`src/rtl/rf_write_arbiter.sv`:
```
// Register-file write-port arbiter: writeback has fixed priority, and a starvation counter lets the multi-cycle unit through.
// Optional feature macro RF_WARB_FWD_EN adds a forwarding lookup on the in-flight write.
module rf_write_arbiter #(
    parameter int unsigned STARVE_LIMIT = 4
) (
    input  logic        clk,
    input  logic        rst_n,
    input  logic        wb_valid_i,
    input  logic [4:0]  wb_rd_i,
    input  logic [31:0] wb_data_i,
    output logic        wb_ready_o,
    input  logic        mc_valid_i,
    input  logic [4:0]  mc_rd_i,
    input  logic [31:0] mc_data_i,
    output logic        mc_ready_o,
    output logic        rf_we_o,
    output logic [4:0]  rf_rd_o,
    output logic [31:0] rf_data_o,
`ifdef RF_WARB_FWD_EN
    input  logic [4:0]  fwd_rs_i,
    output logic        fwd_hit_o,
    output logic [31:0] fwd_data_o,
`endif
    output logic        starved_o
);

    localparam logic [3:0] LIMIT_C = 4'(STARVE_LIMIT);

    logic        grant_wb_s;
    logic        grant_mc_s;
    logic [4:0]  sel_rd_s;
    logic [31:0] sel_data_s;
    logic [3:0]  count_r;
    logic [3:0]  count_nxt_s;
    logic        starved_r;
    logic        rf_we_r;
    logic [4:0]  rf_rd_r;
    logic [31:0] rf_data_r;

    // Grant selection: a starved mc beats wb, otherwise wb beats mc.
    always_comb begin
        grant_wb_s = 1'b0;
        grant_mc_s = 1'b0;
        if (starved_r && mc_valid_i) begin
            grant_mc_s = 1'b1;
        end else if (wb_valid_i) begin
            grant_wb_s = 1'b1;
        end else if (mc_valid_i) begin
            grant_mc_s = 1'b1;
        end else begin
            grant_wb_s = 1'b0;
            grant_mc_s = 1'b0;
        end
    end

    // Payload mux for the granted requester.
    always_comb begin
        sel_rd_s   = 5'd0;
        sel_data_s = 32'd0;
        if (grant_mc_s) begin
            sel_rd_s   = mc_rd_i;
            sel_data_s = mc_data_i;
        end else begin
            sel_rd_s   = wb_rd_i;
            sel_data_s = wb_data_i;
        end
    end

    // Next starvation count: counts stalled mc cycles, saturating at the limit.
    always_comb begin
        count_nxt_s = 4'd0;
        if (mc_valid_i && !grant_mc_s) begin
            if (count_r >= LIMIT_C) begin
                count_nxt_s = LIMIT_C;
            end else begin
                count_nxt_s = count_r + 4'd1;
            end
        end else begin
            count_nxt_s = 4'd0;
        end
    end

    // Starvation state and the registered write port.
    always_ff @(posedge clk or negedge rst_n) begin
        if (!rst_n) begin
            count_r   <= 4'd0;
            starved_r <= 1'b0;
            rf_we_r   <= 1'b0;
            rf_rd_r   <= 5'd0;
            rf_data_r <= 32'd0;
        end else begin
            count_r   <= count_nxt_s;
            // Kept as a flag so starved_o comes straight from a flop.
            starved_r <= (count_nxt_s == LIMIT_C);
            if (grant_wb_s || grant_mc_s) begin
                rf_we_r   <= (sel_rd_s != 5'd0);
                rf_rd_r   <= sel_rd_s;
                rf_data_r <= sel_data_s;
            end else begin
                rf_we_r   <= 1'b0;
            end
        end
    end

    assign wb_ready_o = grant_wb_s;
    assign mc_ready_o = grant_mc_s;
    assign rf_we_o    = rf_we_r;
    assign rf_rd_o    = rf_rd_r;
    assign rf_data_o  = rf_data_r;
    assign starved_o  = starved_r;

`ifdef RF_WARB_FWD_EN
    logic fwd_hit_s;

    // Lookup against the write currently on the port; x0 never forwards.
    always_comb begin
        fwd_hit_s = 1'b0;
        if (rf_we_r && (fwd_rs_i == rf_rd_r) && (fwd_rs_i != 5'd0)) begin
            fwd_hit_s = 1'b1;
        end else begin
            fwd_hit_s = 1'b0;
        end
    end

    assign fwd_hit_o  = fwd_hit_s;
    assign fwd_data_o = fwd_hit_s ? rf_data_r : 32'd0;
`endif

endmodule

```
`config.mk`:
```
export PLATFORM = sky130hd
export DESIGN_NAME = rf_write_arbiter
export DESIGN_NICKNAME = d
export VERILOG_FILES = /design/src/rtl/rf_write_arbiter.sv
export SDC_FILE = /design/constraint.sdc
export NUM_CORES = 1
export LEC_CHECK = 0
export BUFFER_PORTS_ARGS = -buffer_cell sky130_fd_sc_hd__clkbuf_2
export CAP_MARGIN = 30
export CORE_MARGIN = 2
export CORE_UTILIZATION = 45
export CTS_CLUSTER_SIZE = 20
export DETAILED_ROUTE_END_ITERATION = 8
export PLACE_DENSITY = 0.86
export SYNTH_ARGS = -nofsm -noshare
export SYNTH_HDL_FRONTEND = slang
export SYNTH_SLANG_ARGS = --single-unit
```
`constraint.sdc`:
```
create_clock -name clk -period 1.4 [get_ports clk]
set_clock_uncertainty 0.15 [all_clocks]
set_input_delay 0 -clock clk [delete_from_list [all_inputs] [get_ports clk]]
set_output_delay 0 -clock clk [all_outputs]
set_load 0.005 [all_outputs]
```
=== Yosys cells after proc, flatten, opt, wreduce, memory -nomap -nowiden ===
Index checks and enable logic that the tools add are counted.

* Bits in registers: 43
* Logic and storage cells: 23

* Add/subtract/negate cells: 1
* Magnitude comparators: 1
* Equality and inequality tests: 1
* Mux-type cells: 10
* Reductions and logical operators: 5

{| class="wikitable"
|+ Operator list
! cell !! count
|-
| $mux 32 || 1
|-
| $mux 4 || 2
|-
| $mux 1 || 6
|-
| $mux 5 || 1
|-
| $reduce_bool 5->1 || 1
|-
| $add 4x1->4 const B || 1
|-
| $eq 4x3->1 const B || 1
|-
| $ge 4x3->1 const B || 1
|-
| $logic_and 1x1->1 || 2
|-
| $logic_not 1->1 || 1
|-
| $logic_or 1x1->1 || 1
|}

=== Depth between registers and ports, before layout ===
* Depth in word-level cells: 7
* Mapped depth: 6

=== Least setup slack after synthesis ===
OpenSTA, ideal clock, no wires.

* Path kind: register to register
* Start: reg starved_r, in the netlist starved_o
* End: reg rf_data_r[0], in the netlist rf_data_o[0]
* Library setup time: 119 ps
* Data arrival time: 1007 ps
* Data required time: 1131 ps
* Slack: 123 ps
* Cell stages (with the launch flop): 6
* Buffers on the path: 2
* Clock period less this slack: 1277 ps
* Cell sequence: dfrtp_1 > a21bo_2 > buf_6 > buf_6 > nor2_1 > nor2_1

* Longest elaborated chain between the ends: 3

{| class="wikitable"
|+ RTL lines
! element !! line !! RTL
|-
| start: declaration || 35 || <nowiki>logic starved_r;</nowiki>
|-
| start signal: assignment || 94 || <nowiki>starved_r <= (count_nxt_s == LIMIT_C);</nowiki>
|-
| $logic_and 1x1->1 * || 44 || <nowiki>if (starved_r && mc_valid_i) begin</nowiki>
|-
| $mux 1 || 44 ||
|-
| $mux 32 / $logic_or 1x1->1 (equally long branches) || 60, 95 ||
|-
| end signal: assignment || 98 || <nowiki>rf_data_r <= sel_data_s;</nowiki>
|-
| end: declaration || 38 || <nowiki>logic [31:0] rf_data_r;</nowiki>
|}

Mark *: on every way between the ends. The rest lies on a longest branch, timed or not.
A chain may end at the register's enable or synchronous reset.

=== Worst setup path after layout ===
* Start: in wb_rd_i[3]
* End: reg rf_we_r, in the netlist rf_we_o

* Longest elaborated chain between the ends: 3

{| class="wikitable"
|+ RTL lines
! element !! line !! RTL
|-
| start: declaration || 9 || <nowiki>input logic [4:0] wb_rd_i,</nowiki>
|-
| $mux 5 || 60 || <nowiki>if (grant_mc_s) begin</nowiki>
|-
| $reduce_bool 5->1 || 96 || <nowiki>rf_we_r <= (sel_rd_s != 5'd0);</nowiki>
|-
| $mux 1 || 95 || <nowiki>if (grant_wb_s || grant_mc_s) begin</nowiki>
|-
| end signal: assignment || 96 ||
|-
| end: declaration || 36 || <nowiki>logic rf_we_r;</nowiki>
|}

Every way passes these cells.

==> results.txt <==
Port Buf Inserts = 118
R2r startpoint = starved_o$_DFF_PN0_
Leading area contributor after synthesis = dfrtp_1
Fraction of layout cells with a size suffix above 1 = 0.4601
Routed Antenna Nets = 0
Clock power share = 0.237
Peak Freq = 725.1 MHz
Core area = 5172 µm²
Post-place instance area = 3108 µm²
Crit-path slowest cell = dlygate4sd3_1
Largest family of logic cells by synthesized area = multiplexers
RSZ-0062 raised after global routing = yes
HPWL Detailed = 4614 µm
Slew Limit Fails = 0
H-tree depth = 2
DR vias = 2,625
Via density = 5.271
Average cell area after synthesis = 10.74 µm²
Die Wd = 77.62 µm
Max incr delay on CP = 0.56 ns
Final Wtd Congestion = 0.7532
Nets@finish = 504
Fin crit share = 0.9851
Wirelength, routed = 8532 µm
FF-to-FF setup slack = 0.04 ns
Required @ worst endpoint = 1.43 ns
Kind of critical path = input port to flop
Worst Reg-to-Reg Cells = 5
Status = finished, violations left
Failing checks = negative hold slack
Row count = 26
Clock tree sinks = 43
Max Root-Sink Buffers = 2
Seq pwr share = 0.445
Mux cell area share after synthesis = 0.2278
Synth Cell Area = 2439 µm²
Worst path bufs/invs = 2
# IOs = 119
Initial antenna violation count = 0
Simple-gate portion of the synthesized area = 0.1493
Worst VDD drop = 0.0006414 V
Critical Path Start Type = input port
Post-synthesis register bit count = 43
CTS buffer count = 5
Post-synth EDFFs = 0
Internal = 2327 µW
Top post-synthesis cells by area = dfrtp_1 (44%), mux2_4 (23%), nor2_1 (12%), o22ai_1 (9.5%), buf_12 (3.3%)
Synth Area in XOR/XNOR = 0
CTS tree = done
Synth Flop Type = dfrtp_1
Family with the most delay on the worst path = buffers and inverters
Total GRT Usage = 0.2840
Synth Warn # = 0
Worst Hold Slack = -0.1196 ns
Met1 Resource Use GR = 0.3178
MaxCap Viol Count = 0
Post-route cell area = 4069 µm²
Final hold vios = 7
Global-route wire length before repair = 13,400 µm
Die footprint = 6024 µm²
Met3 Track Usage GR = 0.04186
Post-Synth Adder-Cell Area = 0.005131
Clk slew on worst S/H paths = 0.08 ns
Critical path origin = wb_rd_i[3]
Met2 Usage GRT = 0.5328
Vias in the first global route = 2,749
Final setup viols = 0
Yosys top cell area share = 0.4413
Switching power = 909.5 µW
Worst path depth = 5
Initial core utilization = 0.4715
Chip height = 77.62 µm
Share of the yosys chip area belonging to registers = 0.4413
Sw frac = 0.2810
Syn nets = 306
Critical path fanouts, max = 2
Gate power share = 0.318
Post-Syn Instances = 227
Hold Crit Class = input port to flop
Synth Area in Compound Gates = 0.1083
Pin count of the biggest net entering global routing = 44
Power per cell area = 795.5 nW/µm²
Synthesis-to-finish area growth = 66.85%
CTS Root Cell = clkbuf_8
CP Cell Sequence = dlygate4sd3_1, clkbuf_2, or4_4, nor2_2, o21ai_1
Library cells used by synthesis = 22
DR iter-0 viols = 200
Pwr Total = 3237 µW
Avg WL per Cell = 17.13 µm
Initial DRT Pass Iterations = 4
Async set or reset register ratio after synthesis = 1.000
Fin crit period = 1.379 ns
GR peak layer = met2
CP endpoint = rf_we_o$_DFF_PN0_
Congestion Overflow GR = 0
Reg-to-reg endpoint = rf_rd_o[0]$_DFFE_PN0P_
DRC viols = 0
Lkg Pwr = 0.002009 µW
CP endpoint kind = flop
Clk_lat worst skew = 0.29 ns
Crit path DAT = 1.41 ns
[sequential cells by signal (all words and copies together), names as in the netlist]
name and count:
starved_o 1, count_r 4, rf_rd_o 5, rf_we_o 1, rf_data_o 32
[worst reg2reg max path, delay by kind of cell, from the launching register on]
family / cells / cell delay [ns]
compound gates: 1 / 0.25
buf+inv: 2 / 0.28
flops: 1 / 0.41
simple gates: 2 / 0.16
[cells by family after synthesis]
logic type / after synthesis
other: 1
buffers and inverters: 17
AND/OR/NAND/NOR: 87
flip-flops: 43
multiplexers: 37
AO/OA/AOI/OAI: 41
adder cells (fa/ha/maj): 1
[cell usage in the layout, fill, tap and decap left out, types with 2 or more instances in the layout]
master	n
nand3b_1	2
buf_4	8
clkbuf_8	5
mux2_4	37
buf_12	6
nor2_2	9
dlygate4sd3_1	73
diode_2	2
clkbuf_1	2
nor2_1	68
dfrtp_1	43
buf_6	3
o22ai_1	36
clkbuf_2	116
or4_4	2
[metal layers]
layer	wire length, µm	share of wire
met5	0	0
met3	386	0.045
met2	4694	0.55
met4	187	0.022
met1	3264	0.38
[worst min path at each step]
stage / start / end / cells past startpoint
6_report: mc_rd_i[3] / rf_rd_o[3]$_DFFE_PN0P_ / 3
5_1_grt: mc_rd_i[3] / rf_rd_o[3]$_DFFE_PN0P_ / 3
4_1_cts: mc_rd_i[3] / rf_rd_o[3]$_DFFE_PN0P_ / 3
3_5_place_dp: rst_n / rf_rd_o[2]$_DFFE_PN0P_ / 2
3_3_place_gp: rst_n / rf_rd_o[2]$_DFFE_PN0P_ / 2
2_1_floorplan: rst_n / count_r[0]$_DFF_PN0_ / 0
[synthesized netlist by cell type, drive strengths merged, types with 2 or more instances]
master   n
nand3b   2
buf     16
o22ai   37
mux2    37
dfrtp   43
or4      2
nor2    77
[layout make-up]
class                      count  area, µm²
fill                         320       1104
tap                           70      87.58
sequential                    43       1076
timing repair buffer         207       1558
inverter                       1      8.758
antenna                        2      5.005
clock buffer                   7      76.32
multi-input combinational    167       1252
clock inverter                 1      5.005
[repair_timing]
action,4_1_cts,5_1_grt
hold buffers,72,1
gates resized for setup,2,19
pin swaps,1,3
endpoints found under the hold margin,85,6
buffers inserted,2,4
endpoints found under the setup margin,2,13
cloned,1,0
[per-stage QoR]
step,std cells,setup slack [ns],TNS [ns],util,hold WS [ns]
6_report,498,0.02086,0,0.7866,-0.1196
3_5_place_dp,409,0.09719,0,0.6009,-0.1499
3_3_place_gp,409,0.1488,0,0.6009,-0.1545
5_1_grt,496,-0.008121,-0.01174,0.7857,-0.1108
2_1_floorplan,227,0.1232,0,-,-0.4456
4_1_cts,492,-0.001987,-0.001987,0.7678,-0.1370
[power groups by stage]
stage | clock [µW] | sequential (µW) | combinational (µW)
3_5_place_dp | 0 | 1460 | 780
5_1_grt | 835 | 1450 | 1100
2_1_floorplan | 0 | 1460 | 430
4_1_cts | 773 | 1440 | 966
3_3_place_gp | 0 | 1450 | 759
6_report | 766 | 1440 | 1030
(Power assumes the default switching activity.)
